--- src/rtl/risc_ctrl_pkg.sv ---
// Control-word layout, ISA encodings and the combinational decoder used
// by the decode stage.
package risc_ctrl_pkg;

  // Field widths
  localparam int REG_DST_W  = 2;
  localparam int ALU_IMM_W  = 2;
  localparam int LOGIC_FN_W = 3;
  localparam int FN_CLASS_W = 2;
  localparam int REGIN_W    = 2;
  localparam int BR_TYPE_W  = 4;
  localparam int PC_SEL_W   = 2;
  localparam int CTRL_W     = 21;

  // Field offsets (LSB of each field within the 21-bit word)
  localparam int PC_SEL_LSB     = 0;
  localparam int BR_TYPE_LSB    = 2;
  localparam int REGIN_LSB      = 6;
  localparam int DATA_WRITE_BIT = 8;
  localparam int DATA_READ_BIT  = 9;
  localparam int FN_CLASS_LSB   = 10;
  localparam int LOGIC_FN_LSB   = 12;
  localparam int FN_BIT         = 15;
  localparam int ALU_IMM_LSB    = 16;
  localparam int REG_WRITE_BIT  = 18;
  localparam int REG_DST_LSB    = 19;

  // Opcodes
  localparam logic [5:0] OP_RTYPE  = 6'h00;
  localparam logic [5:0] OP_BLTZ   = 6'h01;
  localparam logic [5:0] OP_J      = 6'h02;
  localparam logic [5:0] OP_JAL    = 6'h03;
  localparam logic [5:0] OP_BEQ    = 6'h04;
  localparam logic [5:0] OP_BNE    = 6'h05;
  localparam logic [5:0] OP_ANDI   = 6'h0C;
  localparam logic [5:0] OP_ORI    = 6'h0D;
  localparam logic [5:0] OP_LUI    = 6'h0F;
  localparam logic [5:0] OP_BLEZ   = 6'h10;
  localparam logic [5:0] OP_BGTZ   = 6'h11;
  localparam logic [5:0] OP_BGEZ   = 6'h12;
  localparam logic [5:0] OP_BLTZAL = 6'h13;
  localparam logic [5:0] OP_BGEZAL = 6'h14;
  localparam logic [5:0] OP_LW     = 6'h23;
  localparam logic [5:0] OP_SW     = 6'h2B;

  // R-type function codes
  localparam logic [5:0] FN_JR   = 6'd8;
  localparam logic [5:0] FN_SLLV = 6'd29;
  localparam logic [5:0] FN_SRLV = 6'd30;
  localparam logic [5:0] FN_SRAV = 6'd31;
  localparam logic [5:0] FN_ADD  = 6'd32;
  localparam logic [5:0] FN_SUB  = 6'd34;
  localparam logic [5:0] FN_AND  = 6'd36;
  localparam logic [5:0] FN_OR   = 6'd37;
  localparam logic [5:0] FN_XOR  = 6'd38;
  localparam logic [5:0] FN_NOR  = 6'd39;
  localparam logic [5:0] FN_ROTV = 6'd40;
  localparam logic [5:0] FN_SLT  = 6'd42;

  // Destination register select
  localparam logic [1:0] RD_RD  = 2'b00;
  localparam logic [1:0] RD_RT  = 2'b01;
  localparam logic [1:0] RD_R31 = 2'b10;

  // Second ALU operand source
  localparam logic [1:0] IMM_REG   = 2'b00;
  localparam logic [1:0] IMM_SEXT  = 2'b01;
  localparam logic [1:0] IMM_ZEXT  = 2'b10;
  localparam logic [1:0] IMM_UPPER = 2'b11;

  // ALU result class
  localparam logic [1:0] CLS_LUI   = 2'b00;
  localparam logic [1:0] CLS_SLT   = 2'b01;
  localparam logic [1:0] CLS_ARITH = 2'b10;
  localparam logic [1:0] CLS_LOGIC = 2'b11;

  // Logic-unit op; the upper half of the code space drives the shifter
  localparam logic [2:0] LF_AND  = 3'd0;
  localparam logic [2:0] LF_OR   = 3'd1;
  localparam logic [2:0] LF_XOR  = 3'd2;
  localparam logic [2:0] LF_NOR  = 3'd3;
  localparam logic [2:0] LF_SLL  = 3'd4;
  localparam logic [2:0] LF_SRL  = 3'd5;
  localparam logic [2:0] LF_SRA  = 3'd6;
  localparam logic [2:0] LF_ROT  = 3'd7;

  // Register write-back source
  localparam logic [1:0] REGIN_MEM  = 2'b00;
  localparam logic [1:0] REGIN_ALU  = 2'b01;
  localparam logic [1:0] REGIN_LINK = 2'b10;

  typedef enum logic [BR_TYPE_W-1:0] {
    BR_NONE = 4'd0, BR_EQ  = 4'd1, BR_NE  = 4'd2, BR_LTZ   = 4'd3,
    BR_LEZ  = 4'd4, BR_GTZ = 4'd5, BR_GEZ = 4'd6, BR_LTZAL = 4'd7,
    BR_GEZAL = 4'd8
  } br_type_e;

  typedef enum logic [PC_SEL_W-1:0] {
    PC_SEQ = 2'b00, PC_JUMP = 2'b01, PC_REG = 2'b10
  } pc_sel_e;

  typedef struct packed {
    logic [REG_DST_W-1:0]  reg_dst;
    logic                  reg_write;
    logic [ALU_IMM_W-1:0]  alu_imm;
    logic                  fn;
    logic [LOGIC_FN_W-1:0] logic_fn;
    logic [FN_CLASS_W-1:0] fn_class;
    logic                  data_read;
    logic                  data_write;
    logic [REGIN_W-1:0]    regin_data;
    br_type_e              br_type;
    pc_sel_e               pc_sel;
  } ctrl_t;

  // Returns {ctrl, illegal}; every unused field stays 0 and an undefined
  // encoding yields an all-zero control word.
  function automatic logic [CTRL_W:0] decode(input logic [5:0] opcode,
                                             input logic [5:0] funct);
    ctrl_t c;
    logic  ill;
    c   = '0;
    ill = 1'b0;
    if (opcode == OP_RTYPE) begin
      c.reg_dst    = RD_RD;
      c.reg_write  = 1'b1;
      c.regin_data = REGIN_ALU;
      case (funct)
        FN_ADD:  c.fn_class = CLS_ARITH;
        FN_SUB:  begin c.fn = 1'b1; c.fn_class = CLS_ARITH; end
        FN_SLT:  begin c.fn = 1'b1; c.fn_class = CLS_SLT;   end
        FN_AND:  begin c.logic_fn = LF_AND; c.fn_class = CLS_LOGIC; end
        FN_OR:   begin c.logic_fn = LF_OR;  c.fn_class = CLS_LOGIC; end
        FN_XOR:  begin c.logic_fn = LF_XOR; c.fn_class = CLS_LOGIC; end
        FN_NOR:  begin c.logic_fn = LF_NOR; c.fn_class = CLS_LOGIC; end
        FN_SLLV: begin c.logic_fn = LF_SLL; c.fn_class = CLS_LOGIC; end
        FN_SRLV: begin c.logic_fn = LF_SRL; c.fn_class = CLS_LOGIC; end
        FN_SRAV: begin c.logic_fn = LF_SRA; c.fn_class = CLS_LOGIC; end
        FN_ROTV: begin c.logic_fn = LF_ROT; c.fn_class = CLS_LOGIC; end
        FN_JR: begin
          c.reg_write  = 1'b0;
          c.regin_data = REGIN_MEM;
          c.pc_sel     = PC_REG;
        end
        default: ill = 1'b1;
      endcase
    end else begin
      case (opcode)
        OP_ANDI, OP_ORI: begin
          c.reg_dst    = RD_RT;
          c.reg_write  = 1'b1;
          c.alu_imm    = IMM_ZEXT;
          c.logic_fn   = (opcode == OP_ORI) ? LF_OR : LF_AND;
          c.fn_class   = CLS_LOGIC;
          c.regin_data = REGIN_ALU;
        end
        OP_LUI: begin
          c.reg_dst    = RD_RT;
          c.reg_write  = 1'b1;
          c.alu_imm    = IMM_UPPER;
          c.fn_class   = CLS_LUI;
          c.regin_data = REGIN_ALU;
        end
        OP_LW: begin
          c.reg_dst    = RD_RT;
          c.reg_write  = 1'b1;
          c.alu_imm    = IMM_SEXT;
          c.fn_class   = CLS_ARITH;
          c.data_read  = 1'b1;
          c.regin_data = REGIN_MEM;
        end
        OP_SW: begin
          c.alu_imm    = IMM_SEXT;
          c.fn_class   = CLS_ARITH;
          c.data_write = 1'b1;
        end
        OP_J:  c.pc_sel = PC_JUMP;
        OP_JAL: begin
          c.reg_dst    = RD_R31;
          c.reg_write  = 1'b1;
          c.regin_data = REGIN_LINK;
          c.pc_sel     = PC_JUMP;
        end
        OP_BEQ:  begin c.fn = 1'b1; c.fn_class = CLS_ARITH; c.br_type = BR_EQ; end
        OP_BNE:  begin c.fn = 1'b1; c.fn_class = CLS_ARITH; c.br_type = BR_NE; end
        OP_BLTZ: c.br_type = BR_LTZ;
        OP_BLEZ: c.br_type = BR_LEZ;
        OP_BGTZ: c.br_type = BR_GTZ;
        OP_BGEZ: c.br_type = BR_GEZ;
        OP_BLTZAL, OP_BGEZAL: begin
          c.reg_dst    = RD_R31;
          c.reg_write  = 1'b1;
          c.regin_data = REGIN_LINK;
          c.br_type    = (opcode == OP_BLTZAL) ? BR_LTZAL : BR_GEZAL;
        end
        default: ill = 1'b1;
      endcase
    end
    if (ill) c = '0;
    return {c, ill};
  endfunction

endpackage

--- src/rtl/ctrl_fifo.sv ---
// Circular buffer of decoded entries with synchronous flush.
module ctrl_fifo #(
  parameter int W     = 8,
  parameter int DEPTH = 2
) (
  input  logic                     clk,
  input  logic                     rst_n,
  input  logic                     flush,
  input  logic                     push,
  input  logic                     pop,
  input  logic [W-1:0]             wdata,
  output logic [W-1:0]             rdata,
  output logic [$clog2(DEPTH):0]   count
);

  localparam int AW = $clog2(DEPTH);
  localparam int CW = AW + 1;
  localparam logic [CW-1:0] FULL_CNT = CW'(DEPTH);

  logic [DEPTH-1:0][W-1:0] mem;
  logic [AW-1:0]           wr_ptr, rd_ptr;
  logic                    push_ok, pop_ok;

  // Guard against popping empty or overfilling, independent of the caller
  assign pop_ok  = pop && (count != '0);
  assign push_ok = push && ((count != FULL_CNT) || pop_ok);

  // Pointer and occupancy update; flush wins over any push/pop
  always_ff @(posedge clk or negedge rst_n) begin
    if (!rst_n) begin
      wr_ptr <= '0;
      rd_ptr <= '0;
      count  <= '0;
    end else if (flush) begin
      wr_ptr <= '0;
      rd_ptr <= '0;
      count  <= '0;
    end else begin
      if (push_ok) wr_ptr <= wr_ptr + AW'(1);
      if (pop_ok)  rd_ptr <= rd_ptr + AW'(1);
      case ({push_ok, pop_ok})
        2'b10:   count <= count + CW'(1);
        2'b01:   count <= count - CW'(1);
        default: ;
      endcase
    end
  end

  // Entry storage; contents are only observed through a non-zero count
  always_ff @(posedge clk) begin
    if (push_ok && !flush) mem[wr_ptr] <= wdata;
  end

  assign rdata = mem[rd_ptr];

endmodule

--- src/rtl/ctrl_decode_stage.sv ---
// Decode stage: combinational ISA decode into a 1-cycle-latency buffer of
// {ctrl, illegal, link} entries, with flush and an illegal-op counter.
module ctrl_decode_stage
  import risc_ctrl_pkg::*;
#(
  parameter int PC_W  = 32,
  parameter int DEPTH = 2
) (
  input  logic              clk,
  input  logic              rst_n,
  input  logic              in_valid,
  output logic              in_ready,
  input  logic [5:0]        opcode,
  input  logic [5:0]        function_val,
  input  logic [PC_W-1:0]   pc_in,
  input  logic              flush,
  output logic              out_valid,
  input  logic              out_ready,
  output logic [CTRL_W-1:0] ctrl_out,
  output logic [PC_W-1:0]   link_out,
  output logic              illegal_out,
  output logic [7:0]        illegal_cnt
);

  localparam int EW = CTRL_W + 1 + PC_W;
  localparam int CW = $clog2(DEPTH) + 1;

  logic [CTRL_W:0]   dec;
  logic [CTRL_W-1:0] dec_ctrl, head_ctrl;
  logic              dec_ill, head_ill;
  logic [PC_W-1:0]   dec_link, head_link;
  logic [EW-1:0]     fifo_rdata;
  logic [CW-1:0]     count;
  logic              ready_en, push, pop, full;

  assign dec                 = decode(opcode, function_val);
  assign {dec_ctrl, dec_ill} = dec;
  assign dec_link            = pc_in + PC_W'(4);

  // Holds in_ready low until the first edge after reset is released
  always_ff @(posedge clk or negedge rst_n) begin
    if (!rst_n) ready_en <= 1'b0;
    else        ready_en <= 1'b1;
  end

  assign full      = (count == CW'(DEPTH));
  assign out_valid = (count != '0);
  assign pop       = out_valid && out_ready;
  assign in_ready  = ready_en && !flush && (!full || pop);
  assign push      = in_valid && in_ready;

  ctrl_fifo #(.W(EW), .DEPTH(DEPTH)) u_fifo (
    .clk   (clk),
    .rst_n (rst_n),
    .flush (flush),
    .push  (push),
    .pop   (pop),
    .wdata ({dec_ctrl, dec_ill, dec_link}),
    .rdata (fifo_rdata),
    .count (count)
  );

  assign {head_ctrl, head_ill, head_link} = fifo_rdata;

  // Head outputs are zeroed whenever nothing is buffered
  assign ctrl_out    = out_valid ? head_ctrl : '0;
  assign link_out    = out_valid ? head_link : '0;
  assign illegal_out = out_valid && head_ill;

  // Saturating count of accepted illegal encodings; flush does not touch it
  always_ff @(posedge clk or negedge rst_n) begin
    if (!rst_n)                                     illegal_cnt <= '0;
    else if (push && dec_ill && illegal_cnt != 8'hFF) illegal_cnt <= illegal_cnt + 8'd1;
  end

endmodule

--- config.mk ---
export PLATFORM = sky130hd
export DESIGN_NAME = ctrl_decode_stage
export DESIGN_NICKNAME = d
export VERILOG_FILES = /design/src/rtl/risc_ctrl_pkg.sv /design/src/rtl/ctrl_fifo.sv /design/src/rtl/ctrl_decode_stage.sv
export SDC_FILE = /design/constraint.sdc
export NUM_CORES = 1
export LEC_CHECK = 0
export BUFFER_PORTS_ARGS = -buffer_cell sky130_fd_sc_hd__buf_2
export CAP_MARGIN = 25
export CORE_ASPECT_RATIO = 0.5
export CORE_UTILIZATION = 52
export DETAILED_ROUTE_END_ITERATION = 6
export PLACE_DENSITY = 0.78
export SYNTH_ARGS = -nofsm -noshare
export SYNTH_HDL_FRONTEND = slang
export SYNTH_SLANG_ARGS = --single-unit
--- constraint.sdc ---
create_clock -name clk -period 4.4 [get_ports clk]
set_input_delay 0.66 -clock clk [delete_from_list [all_inputs] [get_ports clk]]
set_output_delay 0.66 -clock clk [all_outputs]
set_load 0.1 [all_outputs]
==> summary.md <==
| Metric | Value |
|---|---|
| Status | `finished with violations` |
| Failing checks | `design-rule violations` |
| Die Y | `77.0 um` |
| Multi-input logic area | `around 2100 um^2` |
| DP Wirelength | `~8000 um` |
| Final setup viols | `0` |
| Filler Cell Count | `~800` |
| Worst Max-Slew Pin Slew | `around 1 ns` |
| Clk pin slew, worst setup/hold paths | `about 0.050 ns` |
| Antenna-violating nets left | `0` |
| DIE AREA | `~12000 um^2` |
| Final Hold Fails | `0` |
| Synth async-reset ratio | `10.7%` |
| Iter 0 DRT Violations | `213` |
| Core area | `10600 um^2` |
| Crit path time final | `2.97 ns` |
| Final Skew | `0.00579 ns` |
| Setup WS pre-CTS | `around 1.8 ns` |
| First-pass GRT wire length | `18900 um` |
| Synth Instances | `approximately 480` |
| Post-synth EDFFs | `approximately 110` |
| Final worst path period share | `between 60% and 70%` |
| Sequential fraction of the synthesis area | `between 60% and 70%` |
| Clock Latency Late Sink | `slightly above 0.4 ns` |
| CTS tree | `done` |
| Nets | `around 640` |
| FP Rows | `26` |
| DRC viols | `14` |
| Reg area | `between 3000 and 4000 um^2` |
| Gpl congestion | `roughly 0.86` |
| P_leak | `2.73 nW` |
| Worst Path Required | `3.74 ns` |
| Fmax achieved | `337 MHz` |
| Critical path arrival | `approximately 2.3 ns` |
| Distinct cells, synth | `56` |
| Clock buffer count from CTS | `17` |
| Startpoint types | `flop` |
| Worst Setup Slack, final | `1.43 ns` |
| Diodes inserted | `0` |
| #FFs+latches synth | `121` |
| Max VDD drop | `around 0.00029 V` |
| Global Route Usage Sum | `roughly a fifth` |
| DIE WIDTH | `152 um` |
| H-tree depth | `4` |
| Layout cell share with drive strength beyond 1 | `26.8%` |
| Slew Limit Fails | `0` |
| Grt total ovfl | `0` |
| Max_cap viols | `0` |
| Hold Worst Slack | `~0.12 ns` |
| Antenna violations before repair | `0` |
| Area delta synth->final | `22.5%` |
| DR WL/cell | `~16 um` |
| Total chip power | `between 0.003 and 0.004 W` |
| Vias in the first global route | `around 4000` |
| Vias per std cell | `5.40` |
| Drt first pass iters | `7` |
| Critical Path End Type | `output pin` |
| Slew HR | `between 30% and 40%` |
| Max Root-Sink Buffers | `2` |
| Syn_area_per_cell | `12.1 um^2` |
| Fin util | `~68%` |
| R2R Setup Slk | `between 2 and 2.5 ns` |
| Worst-path fanout max | `55` |
| WL final | `between 10000 and 15000 um` |
| YS warnings | `0` |
| Post-CTS setup buffers | `0` |
| Synth Flop Type | `edfxtp_1` |
| Starting density of the core | `between 50 and 60%` |
| Setup_tns | `0 ns` |
| Clock sink count | `~120` |
| Syn Nets | `between 500 and 600` |
| Ports | `approximately 110` |
| Port-buffer cells | `about 110` |
| Post-Syn Area | `between 5000 and 6000 um^2` |
| Clock root buffer master | `clkbuf_16` |
| Post-CTS Hold Fix Bufs | `0` |
| # resized after CTS | `0` |
| CP Class | `flop to output pin` |
| Power Density | `between 400 and 500 nW/um^2` |
| Largest net degree at the start of global routing | `56` |
| RSZ-0062 raised after global routing | `no` |
| Hold WC Path Type | `primary input to asynchronous set/reset pin` |
| Routed vias | `around 4000` |
## cells in the mapped netlist (all sizes together) (2+ instances only)
| library cell | number | area, um^2 |
|---|---|---|
| a2111oi | 2 | 17.5 |
| a31oi | 4 | 25.0 |
| a211oi | 4 | 35.0 |
| o21ai | 8 | 40.0 |
| nor4b | 2 | 17.5 |
| nand2 | 19 | 71.3 |
| nor2b | 3 | 18.8 |
| or3 | 3 | 20.0 |
| or4 | 2 | 15.0 |
| xnor2 | 29 | 254 |
| nand2b | 2 | 12.5 |
| and2 | 4 | 25.0 |
| a21oi | 5 | 25.0 |
| nor3b | 4 | 35.0 |
| nand3 | 19 | 100 |
| dfrtp | 13 | 325 |
| o2111ai | 2 | 17.5 |
| nor4 | 4 | 40.0 |
| edfxtp | 108 | 3240 |
| inv | 15 | 56.3 |
| xor2 | 8 | 70.1 |
| nor3 | 18 | 95.1 |
| and3 | 10 | 62.6 |
| buf | 13 | 63.8 |
| and4 | 2 | 17.5 |
| ha | 2 | 25.0 |
| nor2 | 84 | 325 |
| nand4 | 12 | 75.1 |
| mux2i | 54 | 541 |
| or2 | 2 | 12.5 |
| clkbuf | 12 | 46.3 |
| nand4b | 2 | 17.5 |
## area by class of cell
cell class / instances / share of cell area (%)
clock buffers: 24 / 7.91
multi-input cells: 322 / 29.8
clock inverters: 8 / 1.05
inverters: 15 / 0.786
well taps: 140 / 2.45
flip-flops and latches: 121 / 49.9
repair buffers: 115 / 8.14
## flip-flops by register name (all words and copies together) (netlist names)
register,cells
illegal_cnt,8
ready_en,1
u_fifo.count,2
u_fifo.mem,108
u_fifo.rd_ptr,1
u_fifo.wr_ptr,1
## where the power goes
group	internal, W	switching, W
clock	0.000953	0.000479
combinational	0.0000986	0.000353
sequential	0.00129	0.0000357
## worst paths after layout
kind	from	to	cells after the start
setup / recovery	u_fifo.rd_ptr$_DFFE_PN0P_	ctrl_out[16]	3
hold reg to reg	illegal_cnt[2]$_DFFE_PN0P_	illegal_cnt[2]$_DFFE_PN0P_	1
max in group asynchronous	rst_n	u_fifo.rd_ptr$_DFFE_PN0P_	1
hold / removal	rst_n	illegal_cnt[2]$_DFFE_PN0P_	1
setup reg to reg	u_fifo.count[1]$_DFFE_PN0P_	u_fifo.mem[15]$_DFFE_PP_	4
min in group clk	pc_in[1]	u_fifo.mem[55]$_DFFE_PP_	1
## worst max-delay path, cell delays in order (launching register included)
cell and delay, ns:
dfrtp_4 1.08, mux2i_1 0.24, nor2_1 0.13, buf_2 0.43
## per-stage QoR
step	instances	instance area, um^2
2_1_floorplan	483	5850
3_3_place_gp	713	6520
3_5_place_dp	713	6520
4_1_cts	745	7160
5_1_grt	745	7160
6_report	745	7160
## cell usage in the layout (no fill, tap or decap), types with 3 or more instances in the layout
cell type / synthesis / layout
a211oi_1: 3 / 3
a21oi_1: 5 / 5
a31oi_1: 4 / 4
and2_1: 4 / 4
and3_1: 10 / 10
buf_2: 6 / 112
buf_4: 0 / 3
clkbuf_16: 0 / 21
clkbuf_8: 0 / 3
clkinv_2: 0 / 3
clkinvlp_4: 0 / 4
dfrtp_1: 13 / 12
edfxtp_1: 108 / 108
inv_1: 15 / 15
mux2i_1: 54 / 54
nand2_1: 19 / 19
nand3_1: 18 / 18
nand4_1: 12 / 12
nor2_1: 82 / 79
nor2_4: 1 / 4
nor2b_1: 3 / 3
nor3_1: 17 / 17
nor3b_1: 3 / 3
nor4_1: 3 / 3
o21ai_0: 8 / 8
xnor2_1: 29 / 29
xor2_1: 8 / 8
## metal layers
metal	vias to the layer above	global-route usage (%)	wire (um)
li1	1984	-	-
met5	-	0	0
met1	1904	26.3	5090
met2	119	35.7	5710
met3	19	5.65	703
met4	0	8.98	204
## cell families after synthesis
| group | Yosys count | synth area share, % |
|---|---|---|
| compound gates | 31 | 3.57 |
| xor+xnor | 37 | 5.54 |
| fa+ha+maj | 2 | 0.428 |
| buf+inv | 40 | 2.85 |
| flops | 121 | 61.0 |
| mux | 55 | 9.44 |
| other cells | 1 | 0.0642 |
| simple gates | 196 | 17.1 |
Note: power is estimated with default switching activity, not from simulation.
